## src/rtl/cpu_pkg.sv

```systemverilog
// Shared CPU constants for the writeback/register-file slice.
package cpu_pkg;

    localparam int DATA_SIZE = 32;
    localparam int ADDR_SIZE = 5;
    localparam int REG_COUNT = 2 ** ADDR_SIZE;

    localparam logic [ADDR_SIZE-1:0] REG_ZERO = 5'd0;
    localparam logic [ADDR_SIZE-1:0] REG_RA   = 5'd31;

endpackage

```

## src/rtl/regfile_core.sv

```systemverilog
// 32-entry register array: async clear, one posedge write port,
// two raw combinational read ports.
module regfile_core
    import cpu_pkg::*;
#(
    parameter int data_size = DATA_SIZE,
    parameter int addr_size = ADDR_SIZE,
    parameter int reg_count = REG_COUNT
) (
    input  logic                 clk,
    input  logic                 rst,
    input  logic                 we,
    input  logic [addr_size-1:0] waddr,
    input  logic [data_size-1:0] wdata,
    input  logic [addr_size-1:0] raddr_1,
    input  logic [addr_size-1:0] raddr_2,
    output logic [data_size-1:0] rdata_1,
    output logic [data_size-1:0] rdata_2
);

    logic [data_size-1:0] regs [reg_count];

    // Entry 0 is never written so it stays at its reset value of 0.
    always_ff @(posedge clk or posedge rst) begin
        if (rst) begin
            for (int i = 0; i < reg_count; i++) begin
                regs[i] <= '0;
            end
        end else if (we && (waddr != '0)) begin
            regs[waddr] <= wdata;
        end
    end

    assign rdata_1 = regs[raddr_1];
    assign rdata_2 = regs[raddr_2];

endmodule

```

## src/rtl/wb_regfile.sv

```systemverilog
// Writeback select, register file commit and bypassed ID read ports;
// also exports the writeback value for EX-stage forwarding.
module wb_regfile
    import cpu_pkg::*;
#(
    parameter int data_size = DATA_SIZE,
    parameter int addr_size = ADDR_SIZE,
    parameter int reg_count = REG_COUNT
) (
    input  logic                 clk,
    input  logic                 rst,
    input  logic                 WB_MemtoReg,
    input  logic                 WB_RegWrite,
    input  logic [data_size-1:0] WB_DM_Read_Data,
    input  logic [data_size-1:0] WB_WD_out,
    input  logic [addr_size-1:0] WB_WR_out,
    input  logic [addr_size-1:0] Read_addr_1,
    input  logic [addr_size-1:0] Read_addr_2,
    output logic [data_size-1:0] Read_data_1,
    output logic [data_size-1:0] Read_data_2,
    output logic [data_size-1:0] WB_Write_Data,
    output logic                 WB_Write_Valid
);

    logic [data_size-1:0] raw_1;
    logic [data_size-1:0] raw_2;

    assign WB_Write_Data = WB_MemtoReg ? WB_DM_Read_Data : WB_WD_out;

    // && short-circuits an X index to 0 when RegWrite is low.
    assign WB_Write_Valid = !rst && WB_RegWrite
                         && (WB_WR_out != REG_ZERO);

    regfile_core #(
        .data_size (data_size),
        .addr_size (addr_size),
        .reg_count (reg_count)
    ) u_core (
        .clk     (clk),
        .rst     (rst),
        .we      (WB_Write_Valid),
        .waddr   (WB_WR_out),
        .wdata   (WB_Write_Data),
        .raddr_1 (Read_addr_1),
        .raddr_2 (Read_addr_2),
        .rdata_1 (raw_1),
        .rdata_2 (raw_2)
    );

    always_comb begin
        Read_data_1 = raw_1;
        if (rst || Read_addr_1 == REG_ZERO) begin
            Read_data_1 = '0;
        end else if (WB_Write_Valid && WB_WR_out == Read_addr_1) begin
            Read_data_1 = WB_Write_Data;
        end
    end

    always_comb begin
        Read_data_2 = raw_2;
        if (rst || Read_addr_2 == REG_ZERO) begin
            Read_data_2 = '0;
        end else if (WB_Write_Valid && WB_WR_out == Read_addr_2) begin
            Read_data_2 = WB_Write_Data;
        end
    end

    always @(posedge clk) begin
        if (!rst) begin
            assert (WB_RegWrite || !WB_Write_Valid)
            else $error("write commit without WB_RegWrite");
        end
    end

endmodule
```

## config.mk

```make
export PLATFORM = sky130hd
export DESIGN_NAME = wb_regfile
export DESIGN_NICKNAME = d
export VERILOG_FILES = /design/src/rtl/cpu_pkg.sv /design/src/rtl/regfile_core.sv /design/src/rtl/wb_regfile.sv
export SDC_FILE = /design/constraint.sdc
export NUM_CORES = 2
export LEC_CHECK = 0
export CAP_MARGIN = 20
export CORE_MARGIN = 2
export CORE_UTILIZATION = 58
export CTS_BUF_LIST = sky130_fd_sc_hd__clkbuf_8
export DETAILED_ROUTE_END_ITERATION = 8
export DONT_BUFFER_PORTS = 1
export GPL_TIMING_DRIVEN = 1
export PLACE_DENSITY = 0.83
export SYNTH_ARGS = -nofsm -noshare
export SYNTH_HDL_FRONTEND = slang
export SYNTH_HIERARCHICAL = 1
export SYNTH_SLANG_ARGS = --single-unit
```

## constraint.sdc

```tcl
create_clock -name clk -period 91.6 [get_ports clk]
set_input_delay 18.32 -clock clk [delete_from_list [all_inputs] [get_ports clk]]
set_output_delay 18.32 -clock clk [all_outputs]
set_load 0.01 [all_outputs]
```

* Word-level counts from Yosys, hierarchy flattened
Cells that the tools add are included.
** Storage, ports and cells
- Flip-flop bits (word level) :: 1024
- Latch bits :: 0
- Bits in writable memories :: 0
- Bits in read-only memories :: 0
- Input port bits :: 83
- Output and inout bits :: 97
- Word-level logic and storage cells :: 67
- Memories :: 0
** Cells by class
- Add/sub/neg operators :: 0
- Multiply operators :: 0
- Div/mod/pow operators :: 0
- Order comparisons :: 4
- Eq/ne operators :: 2
- Shifts and indexed selects :: 0
- Muxes and demuxes :: 14
- Bitwise operators :: 3
- Reductions and logical operators :: 12
** Operators by type and width (number)
- $bwmux W1024 :: 1
- $bmux W32 S5 :: 2
- $mux W32 :: 10
- $demux W32 S5 :: 1
- $ge A6 B6 Y1 const B :: 3
- $not A5 Y6 :: 3
- $eq A5 B5 Y1 :: 2
- $logic_not A5 Y1 :: 2
- $logic_and A1 B1 Y1 :: 6
- $lt A6 B1 Y1 const B :: 1
- $reduce_bool A5 Y1 :: 1
- $logic_or A1 B1 Y1 :: 2
- $logic_not A1 Y1 :: 1

* Depth between registers and ports, before layout
- Word-level depth :: 6
- Depth in mapped cells :: 10
- Gate-level depth less buffers :: 7

* Modules after synthesis
The synthesis kept the hierarchy.
** Modules (own cells, without submodules)
- regfile_core :: times used 1, cells an instance 4602, area each 55951.2 um^2, seq. area each 25624.6 um^2
- wb_regfile :: times used 1, cells an instance 253, area each 2125.8 um^2, seq. area each 0.0 um^2

* Least setup slack after synthesis
No wires, ideal clock.
- Kind :: input to output
- Start :: in Read_addr_1[1]
- End :: out Read_data_1[30]
- Arrival time :: 19750 ps
- Required time :: 73280 ps
- Setup slack :: 53530 ps
- Cell stages on the path :: 10
- Buffers on the path :: 4
- Path through :: buf_2 buf_4 buf_2 buf_2 mux2i_1 nand2_1 a31oi_1 nand3_1 a31oi_1 a211oi_2
** On the way
- Word-level cells in the longest chain between the ends :: 6
- Elaborated cells between the ends (all ways) :: 10
- Those cells by class :: eq/ne: 1; mux: 5; bitwise: 1; reduce/logical: 3
** RTL lines
- from (decl) :: line wb_regfile.sv:17 : input logic [addr_size-1:0] Read_addr_1,
- $not A5 Y6 (not written as such) :: line regfile_core.sv:34 : assign rdata_1 = regs[raddr_1];
- $bmux W32 S5 :: line regfile_core.sv:34
- $mux W32 (not written as such) (2 in series) :: line regfile_core.sv:34
- named net raw_1[30] :: line wb_regfile.sv:25 : logic [data_size-1:0] raw_1;
- $mux W32 :: line wb_regfile.sv:54 : end else if (WB_Write_Valid && WB_WR_out == Read_addr_1) begin
- $mux W32 :: line wb_regfile.sv:52 : if (rst || Read_addr_1 == REG_ZERO) begin
- to (decl) :: line wb_regfile.sv:19 : output logic [data_size-1:0] Read_data_1,
The timed path passes the listed nets, and every way through them passes these cells. The select of a mux whose other input is x is not followed.

* Worst setup path after layout
- Start :: in Read_addr_1[1]
- End :: out Read_data_1[12]
** On the way
- Word-level cells in the longest chain between the ends :: 6
- Elaborated cells between the ends (all ways) :: 10
- Those cells by class :: eq/ne: 1; mux: 5; bitwise: 1; reduce/logical: 3
** RTL lines (line)
- $not A5 Y6 (not written as such) :: regfile_core.sv:34
- $bmux W32 S5 :: regfile_core.sv:34
- $mux W32 (not written as such) (2 in series) :: regfile_core.sv:34
- $mux W32 :: wb_regfile.sv:54
- $mux W32 * :: wb_regfile.sv:52
Every way passes the cells marked *; elsewhere a longest branch is shown, timed or not. The select of a mux whose other input is x is not followed.

==> impl_metrics.tcl <==
set metrics [dict create \
    largest_reg_flops 1024 \
    finalHoldViolCount 0 \
    async_flop_share_pct 100.0 \
    relSlewSlack_pct -212.5 \
    end_kind "output pin" \
    hold_slack_ns 0.4028 \
    routed_via_density 7.062 \
    drive_above_1_share_pct 29.61 \
    start_kind "input pin" \
    clock_sinks 1024 \
    ys_types 39 \
    p_leak_nw 29.69 \
    r2r_end "u_core/regs[865]$_DFFE_PP0P_" \
    synth_area_leaders "dfrtp_1 44%, mux2_2 19%, mux2i_1 18%" \
    path_clk_slew_ns 0.06 \
    timing.final.crit_share_pct 45.74 \
    antenna_found_initial 2 \
    violations "slew limit" \
    r2r-start "u_core/regs[865]$_DFFE_PP0P_" \
    netlist_area_sq_mm 0.05808 \
    hold_start "u_core/regs[994]$_DFFE_PP0P_" \
    path_class "input pin to output pin" \
    fin_skew_ns 0 \
    grt_overflow 0 \
    routed_wl_um 179900 \
    insertion_delay_ns 0.82 \
    portBuffers 0 \
    fmax_mhz 23.87 \
    hp-class "register to register" \
    grt_pass1_vias 42450 \
    fp-row-count 116 \
    fin_crit_ns 41.90 \
    yosysWarningCount 6 \
    hold_buffers 0 \
    firstDrtPassIters 6 \
    vias 42530 \
    synth-edff-count 0 \
    seq_area_frac_synth_pct 44.12 \
    fp.dieW_um 320.4 \
    synth_commonest_cells "1056 x mux2i_1, 1024 x dfrtp_1, 956 x mux2_2, 228 x clkbuf_1, 210 x nand2_1" \
    syn2layout_area_growth_pct 5.526 \
    critical_path_arrival_ns 23.58 \
    hpwlAfterDp_um 96920 \
    synthCells 4855 \
    ir_drop_mv 0.01560 \
    die_area_sq_mm 0.1027 \
    ys_dominant_reg_cell "dfrtp_1" \
    io_pins 180 \
    gp_congestion 0.8518 \
    avgSynthCellArea_sq_um 11.96 \
    grt_max_degree 515 \
    drc 0 \
    seqCellArea_sq_mm 0.02562 \
    root_buffer "clkbuf_8" \
    synth.most_common_cell "mux2i_1" \
    drtIter0Drc 5693 \
    multi_input_area_sq_mm 0.02966 \
    maxCapViolCount 0 \
    start_util_pct 58.25 \
    top_register "u_core/regs" \
    core_area_sq_mm 0.09971 \
    cts_resized 0 \
    worstRegToRegCells 1 \
    reg.largest.list "u_core/regs (1024)" \
    cts_tree "done" \
    fillers 7463 \
    drtAntennaViolNets 0 \
    status "finished with violations" \
    cts.path.max_buffers 3 \
    grt_first_pass_wirelength_um 265600 \
    synth_nets 4938 \
    nets 4678 \
    synth_top_area_share_pct 44.12 \
    required_ns 73.28 \
    holdPathStages 0 \
    numCtsBuffers 164 \
    path_max_fanout 514 \
    cellPowerDensity_mw_per_mm2 19.15 \
    die_y_um 320.4 \
    htree_levels 4 \
    rrSetupSlack_ns 90.77 \
    wl_per_cell_um 29.88 \
    setup_tns_ns 0 \
    grt.total_usage_pct 34.21 \
    drv_slew 864 \
    ys_ff_latch 1024 \
    min_to "u_core/regs[994]$_DFFE_PP0P_" \
    rsz0062_at_grt "false" \
    setup_viol 0 \
    yosysTopAreaCell "dfrtp_1" \
    cts_setup_buffers 0 \
    tightest_slew_ns 4.687 \
]
-- layout by cell type (no fill, tap or decap), drive strengths merged, types with 3 or more instances in the layout --
cell type  count
clkbuf       208
nand3        194
mux2         992
nor2b          4
a31oi        128
xor2          10
nor3b          4
nor2          22
and3           3
a22o         128
a211oi        64
mux2i       1056
bufinv         3
a22oi        192
nand3b         4
buf           84
nand2b         5
clkinvlp       8
inv           94
dfrtp       1024
a21oi        193
nor3          68
nand2        210
or2            3
clkinv        13
-- layout make-up --
class	instances	area share [%]
well taps	1298	2.650
clock inverters	85	0.7574
multi-input cells	3288	48.40
flip-flops and latches	1024	41.81
diodes	2	0.008166
clock buffers	208	4.671
repair buffers	84	1.490
inverters	33	0.2144
-- how the worst max path moves through the flow --
stage / to / slack [ns] / from
3_5_place_dp: Read_data_2[0] / 51.65 / Read_addr_2[2]
5_1_grt: Read_data_2[0] / 51.53 / Read_addr_2[2]
6_report: Read_data_1[12] / 49.70 / Read_addr_1[1]
3_3_place_gp: Read_data_2[0] / 51.75 / Read_addr_2[2]
4_1_cts: Read_data_2[0] / 51.67 / Read_addr_2[2]
2_1_floorplan: u_core/regs[0]$_DFFE_PP0P_ / 44.46 / rst
-- metrics by stage --
step	setup slack, ns	util [%]	instances	total power, W	instance area [sq um]
6_report	49.70	61.46	6022	0.001174	61290
5_1_grt	51.53	61.46	6021	0.001210	61280
4_1_cts	51.67	61.14	6008	0.001161	60960
3_5_place_dp	51.65	57.80	5715	0.0007647	57630
3_3_place_gp	51.75	57.80	5715	0.0007533	57630
2_1_floorplan	44.46	-	4855	0.0007239	58080
-- power breakdown --
group / total (W) / switching [W] / internal, W
clock network: 0.000400 / 0.000188 / 0.000212
registers: 0.000562 / 0.0000480 / 0.000514
logic: 0.000212 / 0.000104 / 0.000108
total: 0.00117 / 0.000339 / 0.000834
-- kinds of logic after synthesis --
kind of cell	share of synthesized area [%]
flops	44.12
xor+xnor	0.1508
buf+inv	5.078
compound gates	8.844
simple gates	4.371
mux	37.43
-- layer usage --
layer | wire length (um) | global-route usage, % | up-vias | share of wire, %
met3 | 21980 | 10.22 | 730 | 12
met1 | 67880 | 43.57 | 21510 | 38
li1 | - | - | 17430 | -
met5 | 209 | 1.324 | - | 0.12
met4 | 11180 | 19.61 | 6 | 6.2
met2 | 78690 | 51.88 | 2845 | 44
-- worst max-delay path: stages --
cell and delay, ns:
xor2_1 0.99, nor2_4 0.65, buf_4 0.48, and3_4 0.79, a211oi_2 0.34
No activity file was read; power rests on OpenSTA's default activity.
